## config.mk

```make
export PLATFORM = sky130hd
export DESIGN_NAME = actuator_interlock
export DESIGN_NICKNAME = d
export VERILOG_FILES = /design/src/rtl/wash_pkg.sv /design/src/rtl/actuator_interlock_dead_timer.sv /design/src/rtl/actuator_interlock.sv
export SDC_FILE = /design/constraint.sdc
export NUM_CORES = 1
export LEC_CHECK = 0
export CAP_MARGIN = 20
export CORE_MARGIN = 5
export CORE_UTILIZATION = 38
export CTS_CLUSTER_SIZE = 14
export DETAILED_ROUTE_END_ITERATION = 7
export MAX_ROUTING_LAYER = met4
export PLACE_DENSITY = 0.66
export SLEW_MARGIN = 0
export SYNTH_ARGS = -nofsm -noshare
export SYNTH_HDL_FRONTEND = slang
export SYNTH_SLANG_ARGS = --single-unit
```

## constraint.sdc

```tcl
create_clock -name clk -period 4.4 [get_ports clk]
set_clock_uncertainty 0.05 [all_clocks]
set_input_delay 0.88 -clock clk [delete_from_list [all_inputs] [get_ports clk]]
set_output_delay 0.88 -clock clk [all_outputs]
set_load 0.01 [all_outputs]
```

## src/rtl/wash_pkg.sv

```systemverilog
// Shared types and constants for the washing-machine actuator blocks.
// Holds the motor state encoding and the default motor dead time.
package wash_pkg;

  localparam int DEAD_CYCLES_DEFAULT = 4;

  typedef enum logic [1:0] {
    M_IDLE = 2'd0,
    M_FWD  = 2'd1,
    M_REV  = 2'd2,
    M_DEAD = 2'd3
  } motor_state_t;

  // Run decision from a stopped motor; shared by idle and end-of-dead-time.
  function automatic motor_state_t idle_decision(input logic fwd_q, input logic rev_q);
    if (fwd_q && !rev_q) return M_FWD;
    if (rev_q && !fwd_q) return M_REV;
    return M_IDLE;
  endfunction

endpackage

```

## src/rtl/actuator_interlock_dead_timer.sv

```systemverilog
// Loadable down-counter with a zero flag. It saturates at zero and never wraps.
// Load takes priority over decrement.
module dead_timer
  import wash_pkg::*;
#(
  parameter int WIDTH = 3
) (
  input  logic             clk,
  input  logic             rst_n,
  input  logic             load,
  input  logic [WIDTH-1:0] load_value,
  input  logic             en,
  output logic [WIDTH-1:0] value,
  output logic             zero
);

  // NOTE: sequential state uses non-blocking assignments so that every flop
  // samples pre-edge values, whatever order the always blocks run in.
  always_ff @(posedge clk) begin
    if (!rst_n) begin
      value <= '0;
    end else if (load) begin
      value <= load_value;
    end else if (en && (value != '0)) begin
      value <= value - 1'b1;
    end
  end

  assign zero = (value == '0);

endmodule

```

## src/rtl/actuator_interlock.sv

```systemverilog
// Safety interlock between the control processor strobes and the valve/motor drives:
// direction exclusion, motor dead time, drain-over-fill, door interlock, sticky fault.
module actuator_interlock
  import wash_pkg::*;
#(
  parameter int DEAD_CYCLES = DEAD_CYCLES_DEFAULT,
  localparam int CNT_WIDTH  = $clog2(DEAD_CYCLES + 1)
) (
  input  logic clk,
  input  logic rst_n,
  input  logic ctrl_fill,
  input  logic ctrl_release,
  input  logic ctrl_forward,
  input  logic ctrl_reverse,
  input  logic door_closed,
  output logic valve_in,
  output logic valve_out,
  output logic motor_fwd,
  output logic motor_rev,
  output logic dead_busy,
  output logic fault
);

  localparam logic [CNT_WIDTH-1:0] DEAD_LOAD = CNT_WIDTH'(DEAD_CYCLES - 1);

  motor_state_t         state;
  motor_state_t         state_next;
  logic                 fault_next;
  logic                 fwd_q;
  logic                 rev_q;
  logic                 cnt_load;
  logic                 cnt_en;
  logic                 cnt_zero;
  logic [CNT_WIDTH-1:0] dead_cnt;

  // Conflicting directions latch the fault on the same edge, door or no door.
  assign fault_next = fault | (ctrl_forward & ctrl_reverse);
  assign fwd_q      = ctrl_forward & door_closed & ~fault;
  assign rev_q      = ctrl_reverse & door_closed & ~fault;

  dead_timer #(
    .WIDTH(CNT_WIDTH)
  ) u_dead_timer (
    .clk       (clk),
    .rst_n     (rst_n),
    .load      (cnt_load),
    .load_value(DEAD_LOAD),
    .en        (cnt_en),
    .value     (dead_cnt),
    .zero      (cnt_zero)
  );

  // NOTE: every variable written here gets a default first, so no path through
  // the case can leave one unassigned and infer a latch.
  always_comb begin
    state_next = state;
    cnt_load   = 1'b0;
    cnt_en     = 1'b0;
    case (state)
      M_IDLE: state_next = idle_decision(fwd_q, rev_q);
      M_FWD: begin
        if (!(fwd_q && !rev_q)) begin
          state_next = M_DEAD;
          cnt_load   = 1'b1;
        end
      end
      M_REV: begin
        if (!(rev_q && !fwd_q)) begin
          state_next = M_DEAD;
          cnt_load   = 1'b1;
        end
      end
      M_DEAD: begin
        // Deciding on the zero cycle itself keeps the off time at exactly DEAD_CYCLES.
        if (!cnt_zero) cnt_en = 1'b1;
        else           state_next = idle_decision(fwd_q, rev_q);
      end
      default: state_next = M_IDLE;
    endcase
  end

  // Outputs are decoded from next-state values and registered, so no input reaches a pin combinationally.
  always_ff @(posedge clk) begin
    if (!rst_n) begin
      state     <= M_IDLE;
      fault     <= 1'b0;
      valve_in  <= 1'b0;
      valve_out <= 1'b0;
      motor_fwd <= 1'b0;
      motor_rev <= 1'b0;
      dead_busy <= 1'b0;
    end else begin
      state     <= state_next;
      fault     <= fault_next;
      valve_out <= ctrl_release | fault_next;
      valve_in  <= ctrl_fill & ~ctrl_release & door_closed & ~fault_next;
      motor_fwd <= (state_next == M_FWD);
      motor_rev <= (state_next == M_REV);
      dead_busy <= (state_next == M_DEAD);
    end
  end

  a_dir_exclusive : assert property (@(posedge clk) !(motor_fwd && motor_rev));
  a_cnt_range     : assert property (@(posedge clk) dead_cnt <= DEAD_LOAD);

endmodule
```

=== Word-level counts from Yosys, hierarchy flattened ===
Cells that the tools add are included.

* Register bits after elaboration: 11
* Input port bits: 7
* Output and inout bits: 6
* Word-level logic and storage cells: 67

* $add $sub $neg: 1
* Equal/unequal tests: 6
* Muxes and demuxes: 27
* Bitwise logic cells: 14
* Reductions and logical operators: 10

{| class="wikitable"
|+ Operators with widths
! kind !! count
|-
| $mux W2 || 11
|-
| $mux W1 || 14
|-
| $and A1 B1 Y1 || 8
|-
| $eq A2 B2 Y1 const B || 4
|-
| $pmux W2 S4 || 1
|-
| $eq A2 B1 Y1 const B || 2
|-
| $not A1 Y1 || 4
|-
| $logic_and A1 B1 Y1 || 3
|-
| $logic_not A3 Y1 || 1
|-
| $reduce_bool A3 Y1 || 1
|-
| $sub A3 B1 Y3 const B || 1
|-
| $logic_not A1 Y1 || 2
|-
| $logic_not A2 Y1 || 1
|-
| $or A1 B1 Y1 || 2
|-
| $pmux W1 S2 || 1
|-
| $reduce_bool A2 Y1 || 1
|-
| $reduce_or A2 Y1 || 1
|}

=== Logic depth before layout (Yosys ltp) ===
Gate-level depths: netlist (run 1).

* Depth after elaboration: 15
* Mapped depth: 6
* Depth with buffers taken out: 6

=== Cells and area by module ===
A second synthesis (run 1) with hierarchy kept.

* Cells, all modules: 65
* Area, all modules: 623.1 um2

{| class="wikitable"
|+ By module, submodules not included
! module !! instances !! cells an instance !! area each (um2) !! seq. area each (um2)
|-
| actuator_interlock || 1 || 44 || 437.9 || 160.2
|-
| dead_timer || 1 || 21 || 185.2 || 60.1
|}

=== Least setup slack after synthesis (run 1) ===
OpenSTA, ideal clock, no wires.

* Path kind: input -> register
* From: in door_closed
* To: reg motor_fwd
* Data arrival time: 1694 ps
* Data required time: 4264 ps
* Setup slack: 2569 ps
* Cell stages on the path: 4
* Path through: and4bb_1 nand2b_4 a211o_1 a221oi_2

* Cells in the longest elaborated chain, start to end: 13
* Elaborated cells between the ends (all ways): 28
* Those cells by class: eq/ne (1); mux (19); bitwise (4); reduce/logical (4)

{| class="wikitable"
|+ RTL lines
! element !! RTL line !! source
|-
| start, declared || actuator_interlock.sv:15 || <nowiki>input logic door_closed,</nowiki>
|-
| $and A1 B1 Y1 (2 in a row) || actuator_interlock.sv:38 || <nowiki>assign fwd_q = ctrl_forward & door_closed & ~fault;</nowiki>
|-
| $logic_not A1 Y1 || wash_pkg.sv:17, actuator_interlock.sv:68 ||
|-
| $logic_and A1 B1 Y1 || wash_pkg.sv:17, actuator_interlock.sv:68 ||
|-
| $mux W1 (2 in a row) || wash_pkg.sv:17 || <nowiki>if (rev_q && !fwd_q) return M_REV;</nowiki>
|-
| $mux W1 || actuator_interlock.sv:75 || <nowiki>if (!cnt_zero) cnt_en = 1'b1;</nowiki>
|-
| $mux W1 || actuator_interlock.sv:59 || <nowiki>case (state)</nowiki>
|-
| $mux W2 || wash_pkg.sv:18 || <nowiki>return M_IDLE;</nowiki>
|-
| $mux W2 || wash_pkg.sv:17 ||
|-
| $mux W2 || actuator_interlock.sv:75 ||
|-
| $pmux W2 S4 * || actuator_interlock.sv:59 ||
|-
| $eq A2 B1 Y1 * || actuator_interlock.sv:97 || <nowiki>motor_fwd <= (state_next == M_FWD);</nowiki>
|-
| end signal, assigned || actuator_interlock.sv:97 ||
|-
| end, declared || actuator_interlock.sv:18 || <nowiki>output logic motor_fwd,</nowiki>
|}

Every way passes the cells marked *; elsewhere a longest branch is shown, timed or not. The select of a mux whose other input is x is not followed.
A chain may end at the register's enable or synchronous reset.

=== Worst setup path after layout (run 1) ===
* From: in ctrl_forward
* To: reg motor_fwd

* Cells in the longest elaborated chain, start to end: 13
* Elaborated cells between the ends (all ways): 25
* Those cells by class: eq/ne (1); mux (19); bitwise (2); reduce/logical (3)

{| class="wikitable"
|+ RTL lines
! element !! RTL line !! source
|-
| start, declared || actuator_interlock.sv:13 || <nowiki>input logic ctrl_forward,</nowiki>
|-
| $and A1 B1 Y1 * (2 in a row) || actuator_interlock.sv:38 ||
|-
| $logic_not A1 Y1 || wash_pkg.sv:17, actuator_interlock.sv:68 ||
|-
| $logic_and A1 B1 Y1 || wash_pkg.sv:17, actuator_interlock.sv:68 ||
|-
| $mux W1 (2 in a row) || wash_pkg.sv:17 ||
|-
| $mux W1 || actuator_interlock.sv:75 ||
|-
| $mux W1 || actuator_interlock.sv:59 ||
|-
| $mux W2 || wash_pkg.sv:18 ||
|-
| $mux W2 || wash_pkg.sv:17 ||
|-
| $mux W2 || actuator_interlock.sv:75 ||
|-
| $pmux W2 S4 * || actuator_interlock.sv:59 ||
|-
| $eq A2 B1 Y1 * || actuator_interlock.sv:97 ||
|}

Marked as above.

==> reports/results.txt, run 1 <==
Outcome -> finished, final reports clean
Final net count -> 93
Vias in the first global route -> 464
Share of cells above drive strength 1 -> 0.1039
Hold wc startpoint -> fault$_SDFF_PN0_
Seq/Total Area, Yosys -> 0.3541
R2R Setup Slk -> 2.75 ns
Netlist cell types -> 26
Reg-to-reg critical path startpoint -> state[0]$_SDFF_PN0_
Worst-Skew Late Latency -> 0.26 ns
Num CTS Buffers -> 3
Via density -> 5.097
Initial antenna violation count -> 0
Congestion Overflow GR -> 0
Final total power -> 0.0001959 W
Capturing point of the worst reg2reg path -> dead_busy$_SDFF_PN0_
Die area -> 0.002545 mm^2
Switching Fraction -> 0.2203
Synthesized area -> 621.8 um^2
Hold WC Path Type -> flip-flop to flip-flop
Pin count of the biggest net entering global routing -> 7
RSZ-0062 raised after global routing -> false
Post-detail-place hpwl -> 865.5 um
TritonCTS clock tree -> done
Max Clock Freq -> 0.4762 GHz
GRT Overall Usage -> 0.1019
Max_cap viols -> 0
Minimum clock period -> 2.100 ns
Hold depth -> 2
Seq pwr share -> 0.533
Rel. slew slack -> 0.7482
Cell Int Power -> 0.0001528 W
Layout area overhead -> 26.76%
Antenna-violating nets left -> 0
Worst setup SP type -> primary input
Switching power total -> 0.00004317 W
Non-Filler Instances -> 93
Routed vias -> 474
Final setup violation count -> 0
Clock buffer depth -> 2
Final Cycle Share -> 0.4773
Clock share of power -> 0.331
Drt total wl -> 1.066 mm
Fin Setup TNS -> 0 ns
WHS Endpoint -> fault$_SDFF_PN0_
FF-to-FF path depth -> 6
CP Data Required Time -> 4.53 ns
Pwr dens -> 248.6 mW/mm^2
Placed cells -> 89
Post-CTS setup buffer count -> 0
Synth warnings -> 0
Resized Gates After CTS -> 0
Detailed-router iteration count before antenna repair -> 2
Drt drc -> 0
CTS clk-pin slew, worst paths -> 0.06 ns
Clk sinks -> 11
Seq cells post-synth -> 11
Worst EP arrival -> 2.23 ns
Worst-path maximum fanout -> 3
Root Buffer -> clkbuf_4
# port buffers -> 12
Final WS setup -> 2.300 ns
Die Wd -> 50.45 um
Cts hold-fix bufs -> 0
Pre-CTS WS -> 2.013 ns
Post-Synthesis Cells -> 61
I/O Pins -> 13
Row count -> 14
Max Slew Vio Count -> 0
Comb pwr share -> 0.135
Slew at the pin closest to its max-slew limit -> 0.3744 ns
Wire length of the first global-routing pass -> 1.897 mm
H-tree lvl count -> 1
Mean Syn Cell Area -> 10.19 um^2
Static Leakage -> 0.3190 nW
Routability cong. -> 0.7446
Antenna fix cells -> 0
Iter 0 DRT Violations -> 8
Die height -> 50.45 um
Post-Syn Nets -> 76
Crit Path Class -> primary input to flip-flop
Core area -> 0.001524 mm^2
CP Capture Type -> flip-flop
Fin. Hold Viols -> 0
Wire length per cell -> 11.46 um
Initial Util -> 0.4080
Peak supply drop -> 0.0002015 V
[placed cells by master (no fill, tap or decap), types with 2 or more instances in the layout]
cell,synthesis,routed
a31oi_1,2,2
nand3_1,4,4
dfxtp_1,11,11
inv_1,6,6
nand2b_4,3,3
a21oi_1,3,3
ha_1,8,8
nand2_1,3,3
and4bb_1,2,2
o21a_1,2,2
nor2_1,2,2
clkdlybuf4s50_1,0,12
clkbuf_4,0,3
[Yosys cell counts]
cell type / count / area (um^2)
nand2_1: 3 / 11.26
and2_1: 1 / 6.260
mux2i_1: 1 / 10.01
ha_1: 8 / 100.1
nor2b_1: 1 / 6.260
and4bb_1: 2 / 25.02
nor2_1: 2 / 7.510
a211oi_2: 1 / 12.51
inv_1: 6 / 22.52
a221oi_2: 1 / 15.01
xnor2_1: 1 / 8.760
xor2_1: 1 / 8.760
a21oi_1: 3 / 15.01
a31oi_1: 2 / 12.51
a21boi_0: 1 / 7.510
a211o_1: 1 / 8.760
nand3_1: 4 / 20.02
a2bb2oi_1: 1 / 8.760
o21bai_1: 1 / 7.510
nand2b_4: 3 / 41.29
a311o_1: 1 / 10.01
o21a_1: 2 / 15.01
nor3_1: 1 / 5.000
and4_1: 1 / 8.760
a21o_1: 1 / 7.510
dfxtp_1: 11 / 220.2
[critical path: stages]
cell             delay [ns]
clkdlybuf4s50_1        0.48
and4bb_1               0.22
nand2b_4               0.15
a211o_1                0.28
a221oi_2               0.21
[power groups by stage]
stage,Combinational [W],Sequential [W],Clock [W]
2_1_floorplan,0.0000129,0.000108,0
3_3_place_gp,0.0000269,0.000107,0
3_5_place_dp,0.0000268,0.000107,0
4_1_cts,0.0000270,0.000105,0.0000684
5_1_grt,0.0000291,0.000105,0.0000721
6_report,0.0000265,0.000104,0.0000649
[state kept, by name, indices dropped and copies added, names as in the netlist]
signal	count
valve_in	1
u_dead_timer.value	3
valve_out	1
dead_busy	1
motor_fwd	1
fault	1
motor_rev	1
state	2
[per-layer routing]
layer / GRT usage / up-vias / part of all wire
met1: 0.1103 / 207 / 0.46
li1: - / 251 / -
met3: 0.01775 / 4 / 0.046
met4: 0.1021 / 0 / 0.041
met2: 0.1508 / 12 / 0.45
met5: - / - / 0
[layout make-up]
cell class                 instances  area [um^2]
clock buffer                       4        26.28
sequential                        11        220.2
fill                             139        735.7
multi-input combinational         44        379.1
inverter                           6        22.52
timing repair buffer              12        120.1
tap                               16        20.02
[worst max path at each step]
| stage | startpoint | cells past startpoint | to |
|---|---|---|---|
| 6_report | ctrl_forward | 5 | motor_fwd$_SDFF_PN0_ |
| 3_3_place_gp | ctrl_forward | 5 | motor_fwd$_SDFF_PN0_ |
| 4_1_cts | fault$_SDFF_PN0_ | 1 | fault |
| 2_1_floorplan | door_closed | 4 | motor_fwd$_SDFF_PN0_ |
| 5_1_grt | ctrl_forward | 5 | u_dead_timer.value[2]$_SDFFE_PP0P_ |
| 3_5_place_dp | ctrl_forward | 5 | u_dead_timer.value[1]$_SDFFE_PN0P_ |
[through the flow]
step	util	area (um^2)	hold WS, ns
after global routing	0.5172	788.3	0.5680
after floorplan	-	621.8	0.4785
after detailed placement	0.5000	762.0	0.4831
final	0.5172	788.3	0.4900
after global placement	0.5000	762.0	0.4837
after CTS	0.5172	788.3	0.5036
[kinds of logic after synthesis]
kind of cell	share of synthesized area
muxes	0.01610
adders and majority gates	0.1610
xor gates and xnor gates	0.02817
DFF	0.3541
and+or+nand+nor	0.2113
AOI/OAI and AO/OA	0.1932
buffers and inverters	0.03621
(Power assumes the default switching activity.)
==> inputs of run 2 (changes only) <==
==> constraint.sdc (replaced) <==
create_clock -name clk -period 2.2 [get_ports clk]
set_clock_uncertainty 0.05 [all_clocks]
set_input_delay 0.44 -clock clk [delete_from_list [all_inputs] [get_ports clk]]
set_output_delay 0.44 -clock clk [all_outputs]
set_load 0.01 [all_outputs]
==> reports/results.txt, run 2 (same netlist as run 1, synthesis figures left out) <==
Outcome -> finished, final reports clean
Rel. slew slack -> 0.7361
Antenna-violating nets left -> 0
CP Capture Type -> flip-flop
Resized Gates After CTS -> 0
Share of cells above drive strength 1 -> 0.1039
Core area -> 0.001524 mm^2
Fillers -> 135
Final setup violation count -> 0
Crit Path Class -> primary input to flip-flop
Row count -> 14
Max reg flops -> 3
Worst setup SP type -> primary input
Area of the multi-input gates -> 379.1 um^2
Layout area overhead -> 26.76%
Static Leakage -> 0.3190 nW
Clk sinks -> 11
Initial Util -> 0.4080
Hold WC Path Type -> flip-flop to flip-flop
Cts hold-fix bufs -> 0
Via density -> 5.097
Slew at the pin closest to its max-slew limit -> 0.3923 ns
H-tree lvl count -> 1
Die Wd -> 50.45 um
Wire length per cell -> 11.28 um
Pwr dens -> 495.5 mW/mm^2
Routed vias -> 474
Max_cap viols -> 0
Post-CTS setup buffer count -> 0
Max Slew Vio Count -> 0
I/O Pins -> 13
Most frequent cells in the layout -> clkdlybuf4s50_1, dfxtp_1, ha_1
Congestion Overflow GR -> 0
Minimum clock period -> 1.677 ns
RSZ-0062 raised after global routing -> false
Final WS setup -> 0.5234 ns
Fin. Hold Viols -> 0
Root Buffer -> clkbuf_4
CTS clk-pin slew, worst paths -> 0.06 ns
Post-detail-place hpwl -> 871 um
Detailed-router iteration count before antenna repair -> 3
CP Data Required Time -> 2.36 ns
Worst-Skew Late Latency -> 0.26 ns
Non-Filler Instances -> 93
Max Clock Freq -> 0.5964 GHz
Largest regs -> u_dead_timer.value x3, state x2
Pin count of the biggest net entering global routing -> 7
Largest Register -> u_dead_timer.value
Die height -> 50.45 um
Fin Setup TNS -> 0 ns
Antenna fix cells -> 0
Clock buffer depth -> 2
Initial antenna violation count -> 0
Final net count -> 93
Worst-path maximum fanout -> 3
# port buffers -> 12
Num CTS Buffers -> 3
Commonest non-fill, non-tap cell in the layout -> clkdlybuf4s50_1
Placed cells -> 89
Wire length of the first global-routing pass -> 1.835 mm
GRT Overall Usage -> 0.09574
Final Cycle Share -> 0.7621
Iter 0 DRT Violations -> 4
Worst EP arrival -> 1.83 ns
Hold Slack -> 0.4880 ns
Die area -> 0.002545 mm^2
Drt drc -> 0
Routability cong. -> 0.7446
Peak supply drop -> 0.0003915 V
Register area -> 220.2 um^2
Vias in the first global route -> 451
Drt total wl -> 1.049 mm
Pre-CTS WS -> 0.2499 ns
TritonCTS clock tree -> done
run 2: cell counts in the layout (fill, tap and decap cells not counted):
No cell type changed its count.
run 2: per-layer routing:
metal	wire length, um	part of all wire	global-route usage	up-vias
met5	0	0	-	-
met4	23	0.022	0.06383	0
met3	53	0.051	0.01775	4
met2	478	0.46	0.1467	12
met1	494	0.47	0.1121	209
li1	-	-	-	249
run 2: where the power goes:
part           total (W)  switching [W]  internal (W)  leakage, nW
sequential      0.000209     0.00000380      0.000205       0.0895
clock           0.000128      0.0000584     0.0000700       0.0150
combinational  0.0000532      0.0000229     0.0000303        0.215
total           0.000391      0.0000852      0.000305        0.319
run 2: metrics by stage:
| step | utilization | instance area [um^2] | power (W) |
|---|---|---|---|
| after CTS | 0.5172 | 788.3 | 0.0003988 |
| final | 0.5172 | 788.3 | 0.0003906 |
| after floorplan | - | 621.8 | 0.0002409 |
| after global placement | 0.5000 | 762.0 | 0.0002671 |
| after global routing | 0.5172 | 788.3 | 0.0004098 |
| after detailed placement | 0.5000 | 762.0 | 0.0002672 |
run 2: final timing paths:
check                                         start  cells after the start  slack [ns]                            endpoint
worst max-delay path                   ctrl_forward                      5        0.52  u_dead_timer.value[1]$_SDFFE_PN0P_
worst min register to register     fault$_SDFF_PN0_                      2        0.49                    fault$_SDFF_PN0_
worst min-delay path               fault$_SDFF_PN0_                      2        0.49                    fault$_SDFF_PN0_
worst max register to register  state[0]$_SDFF_PN0_                      6        0.56                dead_busy$_SDFF_PN0_
run 2: worst max-delay path, stage by stage:
cell             delay (ns)
clkdlybuf4s50_1        0.48
and4bb_1               0.22
nand2b_4               0.15
a21boi_0               0.35
o21a_1                 0.18
run 2: layout make-up:
class	count	area share
sequential	11	0.2794
tap	16	0.02540
inverter	6	0.02857
timing repair buffer	12	0.1524
clock buffer	4	0.03333
multi-input combinational	44	0.4810
==> inputs of run 3 (changes only) <==
--- a/config.mk
+++ b/config.mk
@@ -11,7 +11,7 @@
 export CTS_CLUSTER_SIZE = 14
 export DETAILED_ROUTE_END_ITERATION = 7
 export MAX_ROUTING_LAYER = met4
-export PLACE_DENSITY = 0.66
+export PLACE_DENSITY = 0.69
 export SLEW_MARGIN = 0
 export SYNTH_ARGS = -nofsm -noshare
 export SYNTH_HDL_FRONTEND = slang
==> constraint.sdc (replaced) <==
create_clock -name clk -period 1.5 [get_ports clk]
set_clock_uncertainty 0.05 [all_clocks]
set_input_delay 0.3 -clock clk [delete_from_list [all_inputs] [get_ports clk]]
set_output_delay 0.3 -clock clk [all_outputs]
set_load 0.01 [all_outputs]
==> reports/results.txt, run 3 (same netlist as run 1, synthesis figures left out) <==
Slew at the pin closest to its max-slew limit -> 0.2322 ns
H-tree lvl count -> 1
Largest Register -> u_dead_timer.value
Share of cells above drive strength 1 -> 0.5054
Worst setup SP type -> flip-flop
Wire length per cell -> 13.54 um
Worst-path maximum fanout -> 5
Peak supply drop -> 0.0004552 V
Die Wd -> 50.45 um
Congestion Overflow GR -> 0
Largest regs -> u_dead_timer.value x3, state x2
I/O Pins -> 13
Worst-path cell chain -> buf_6 > ha_4 > nand3_2 > a311o_1 > a211oi_2
Core area -> 0.001524 mm^2
Root Buffer -> clkbuf_4
Core Util, Final -> 0.6979
CP Capture Type -> flip-flop
Antenna fix cells -> 0
Iter 0 DRT Violations -> 2
Initial Util -> 0.4080
Routed vias -> 555
Minimum clock period -> 1.510 ns
TritonCTS clock tree -> done
CP max stage cell -> dfxtp_4
Wire length of the first global-routing pass -> 2.463 mm
Pwr dens -> 584.3 mW/mm^2
CP Data Required Time -> 1.64 ns
Layout area overhead -> 71.03%
Final WS setup -> -0.01045 ns
Fillers -> 109
Final setup violation count -> 1
Initial antenna violation count -> 0
Final Cycle Share -> 1.007
Hold WC Path Type -> primary input to flip-flop
Fin. Hold Viols -> 0
RSZ-0062 raised after global routing -> true
Antenna-violating nets left -> 0
Crit Path Class -> flip-flop to flip-flop
Worst EP arrival -> 1.65 ns
Row count -> 14
Max Clock Freq -> 0.6621 GHz
Vias in the first global route -> 567
Clk sinks -> 11
Commonest non-fill, non-tap cell in the layout -> buf_4
Pin count of the biggest net entering global routing -> 8
Detailed-router iteration count before antenna repair -> 2
Max reg flops -> 3
GRT Overall Usage -> 0.1303
Rel. slew slack -> 0.8445
Num CTS Buffers -> 3
Drt total wl -> 1.476 mm
Post-detail-place hpwl -> 1.109 mm
Violated checks -> negative setup slack
Max Slew Vio Count -> 0
Final net count -> 109
Clock buffer depth -> 2
CTS clk-pin slew, worst paths -> 0.07 ns
CP max stage delay -> 0.41 ns
Static Leakage -> 0.4590 nW
Max_cap viols -> 0
Die height -> 50.45 um
Outcome -> finished with violations
Die area -> 0.002545 mm^2
Hold Slack -> 0.4044 ns
Worst-Skew Late Latency -> 0.27 ns
Most frequent cells in the layout -> buf_4, dfxtp_1, ha_4
# port buffers -> 12
Via density -> 5.092
Routability cong. -> 0.8465
Drt drc -> 0
[run 3: cell count changes in the layout (fill, tap and decap cells not counted), moves of 4 or more]
cell | previous run | this run
buf_4 | 0 | 13
clkdlybuf4s50_1 | 12 | 5
dlygate4sd2_1 | 0 | 5
ha_1 | 8 | 1
ha_4 | 0 | 6
inv_1 | 6 | 2
[run 3: worst max-delay path, delay by kind of cell (launching register included)]
kind            cells  cell delay, ns
buf+inv             1            0.12
simple gates        1            0.09
flops               1            0.41
fa+ha+maj           1            0.16
compound gates      2            0.61
[run 3: path summary, 6_finish.rpt]
check	start	endpoint	slack (ns)	depth (start not counted)
min	ctrl_forward	fault$_SDFF_PN0_	0.40	3
max	state[0]$_SDFF_PN0_	motor_rev$_SDFF_PN0_	-0.01	5
min reg2reg	fault$_SDFF_PN0_	fault$_SDFF_PN0_	0.49	2
max reg2reg	state[0]$_SDFF_PN0_	motor_rev$_SDFF_PN0_	-0.01	5
[run 3: area by class of cell]
cell class | count | area (um^2) | share of cell area
sequential | 11 | 229.0 | 0.2153
inverter | 6 | 25.02 | 0.02353
clock buffer | 3 | 22.52 | 0.02118
tap | 16 | 20.02 | 0.01882
clock inverter | 1 | 5.005 | 0.004706
multi-input combinational | 44 | 511.7 | 0.4812
timing repair buffer | 28 | 250.2 | 0.2353
[run 3: per-layer routing]
metal	share of wire	wire, um	global-route usage	vias to the layer above
met2	0.52	772	0.2169	14
met5	0	0	-	-
met1	0.41	600	0.1406	255
met3	0.041	60	0.01775	5
met4	0.028	42	0.08936	0
li1	-	-	-	281
[run 3: power by group]
| group | switching (W) | leakage [nW] | total [W] | internal (W) |
|---|---|---|---|---|
| Clock | 0.000105 | 0.0177 | 0.000204 | 0.0000989 |
| Sequential | 0.00000843 | 0.0915 | 0.000307 | 0.000298 |
| Combinational | 0.0000474 | 0.350 | 0.000110 | 0.0000628 |
[run 3: metrics by stage]
stage	setup TNS, ns	instance area [um^2]	power (W)	setup WS (ns)	std cells
after global routing	-0.1563	1064	0.0006545	-0.07815	109
after CTS	-0.01454	919.6	0.0006104	-0.01454	107
final	-0.01045	1064	0.0006214	-0.01045	109
after detailed placement	-2.183	867.1	0.0004086	-0.3828	103
after global placement	-1.819	867.1	0.0004056	-0.3086	103
after floorplan	0	621.8	0.0003533	0.02271	61
[run 3: repair_timing]
| item | CTS | global route |
|---|---|---|
| setup endpoints to repair | 9 | 10 |
| resized for setup | 15 | 29 |
| pin swaps | 3 | 7 |
| setup buffers | 0 | 2 |
| hold buffers | 0 | 0 |
==> patch (flow settings as in run 3) <==
Reset style: asynchronous (`rst_n`), changed in 2 clocked blocks.
--- a/src/rtl/actuator_interlock_dead_timer.sv
+++ b/src/rtl/actuator_interlock_dead_timer.sv
@@ -16,7 +16,7 @@
 
   // NOTE: sequential state uses non-blocking assignments so that every flop
   // samples pre-edge values, whatever order the always blocks run in.
-  always_ff @(posedge clk) begin
+  always_ff @(posedge clk or negedge rst_n) begin
     if (!rst_n) begin
       value <= '0;
     end else if (load) begin
--- a/src/rtl/actuator_interlock.sv
+++ b/src/rtl/actuator_interlock.sv
@@ -80,7 +80,7 @@
   end
 
   // Outputs are decoded from next-state values and registered, so no input reaches a pin combinationally.
-  always_ff @(posedge clk) begin
+  always_ff @(posedge clk or negedge rst_n) begin
     if (!rst_n) begin
       state     <= M_IDLE;
       fault     <= 1'b0;
Formal check against the unedited RTL: differs if rst_n is asserted again (counterexample within 4 cycles, from zero or initial values and one cycle with rst_n low); with rst_n held inactive, the same outputs for 10 cycles.
==> patch against run 3 <==
- cell area decreased by 16%
- count of clock-buffer cells in the layout rose by 1
- hold slack lost 0.097 ns
- critical path depth unchanged
- core utilization fell by 11 points
- worst setup slack improved by 0.062 ns
- cell count fell by 17%
- synthesized area is 0.60% lower
- sequential cell count unchanged
- via count fell by 18%
- global-route usage is 2.8 points lower
- routed wire length shrank 21%
- critical endpoint is now dead_busy
- highest routed layer unchanged
Power is not compared: it rests on default switching activity, and its combinational part moved more than twofold at a synthesized area within 25%.
==> patch: results (changes against run 3) <==
----------------------------------------------------
[Drt]
  Via count ... 455 (-18%)
  Iteration count of the initial detailed-routing pass ... 3 (+1)
  Total wire length ... 1.16 mm (-21%)
  Wire length on met2 ... 627 um (-19%)
  M1 wire length ... 461 um (-23%)

[Setup path]
  Slowest cell delay on critical path ... 0.60 ns (+0.19 ns)
  Cell family with the largest share of critical-path delay ... buffers and inverters
  Cell type of the slowest stage on the worst timing path ... sky130_fd_sc_hd__clkdlybuf4s50_1
  Arrival time of data at the critical path endpoint ... 1.55 ns (-0.10 ns)
  Register-to-register setup slack ... 0.09 ns (+0.10 ns)
  Maximum fanout along the worst path ... 4 (-1)
  Critical path class ... in2reg
  Launching instance or port of the critical path ... door_closed
  Register-to-Register Path Depth ... 6 (+1)
  Reg2reg start ... state[1]

[Yosys]
  Compound-cell area share of the yosys netlist ... 15.6% (-3.7 points)
  Top cells by instance count after synthesis ... sky130_fd_sc_hd__dfrtp_1 (11), sky130_fd_sc_hd__ha_1 (8), sky130_fd_sc_hd__inv_1 (5), sky130_fd_sc_hd__nand2_1 (5), sky130_fd_sc_hd__nor2b_1 (5)
  Post-synthesis xor/xnor area fraction ... 1.42% (-1.4 points)
  Syn Nets ... 68 (-11%)
  Distinct cells, synth ... 19 (-27%)
  Share of flip-flops with an asynchronous set or reset ... 100% (+100 points)
  Multiplexer share of the synthesized area ... 0% (-1.6 points)
  Sequential element share of the synthesized area ... 44.5% (+9.1 points)

[Worst hold path]
  Hold Path Class ... in2async

[Finish]
  Fraction of final layout cells sized beyond drive strength 1 ... 32.0% (-19 points)
  # clk buffers ... 4 (+1)
  Number of signal-net inverters in the final layout ... 5 (-1)
  Antenna diode instance count ... 0 (unchanged)
  Final std cell area, no fill ... 898 sq um (-16%)
  Total Nets Final ... 91 (-17%)
  Signal buffers ... 19 (-32%)
  Share of final layout cell area taken by non-clock buffers ... 20.9% (-2.6 points)
  Share of cell area taken by flip-flops and latches ... 30.6% (+9.1 points)
  Multi-input gate area ... 370 sq um (-28%)
  Num sequential ... 11 (unchanged)
  Proportion of cell area spent on the clock network ... 2.92% (+0.34 points)
  Multi-input gate count ... 36 (-18%)
  Fillers ... 139 (+28%)

[Global routing]
  Largest net degree at the start of global routing ... 12 (+4)
  First-pass GRT wire length ... 1.90 mm (-23%)
  Met2 Track Usage GR ... 16.5% (-5.2 points)
  Overall fraction of global-route tracks in use ... 10.2% (-2.8 points)
  Met1 routing resource usage after global routing ... 10.6% (-3.4 points)
  Fraction of met3 tracks used by global routing ... 5.03% (+3.3 points)
  Number of global-route vias before repair ... 465 (-18%)

[Placed design]
  Cell Area, Placed ... 806 sq um (-7.1%)
  Detailed placement HPWL ... 910 um (-18%)
  Worst setup slack after placement ... -0.240 ns (+0.143 ns)
  Final weighted congestion in routability-driven placement ... 0.728 (-14%)

[Timing]
  Post-Route Hold Slack ... 0.308 ns (-0.0967 ns)
  Fmax ... 0.690 GHz (+4.3%)

[Clocking]
  Number of H-tree levels ... 1 (unchanged)

[Status]
  Outcome ... completed

----------------------------------------------------
patch: changes by cell type in the layout (fill, tap and decap cells not counted), sizes merged, moves of 4 or more:
cell | before | now
dfrtp | 0 | 11
dfxtp | 11 | 0
buf | 16 | 7
dlygate4sd2 | 5 | 1
nand3 | 4 | 0
nor2b | 1 | 5
patch: power breakdown:
| part | switching [W] | internal (W) |
|---|---|---|
| sequential | 0.0000000623 | 0.000297 |
| clock | 0.0000910 | 0.000103 |
| combinational | 0.0000132 | 0.0000176 |
patch: through the flow:
step | std cells | util [%] | setup TNS (ns)
final | 91 | 58.9 | 0
after global routing | 91 | 58.9 | -0.00366
after CTS | 91 | 54.5 | -0.128
after detailed placement | 87 | 52.9 | -1.40
after global placement | 87 | 52.9 | -1.20
after floorplan | 53 | - | 0
patch: timing repair:
item,4_1_cts,5_1_grt
gates cloned,0,0
endpoints found under the setup margin,6,12
gates resized for setup,1,16
setup buffers,0,0
pin swaps,0,0
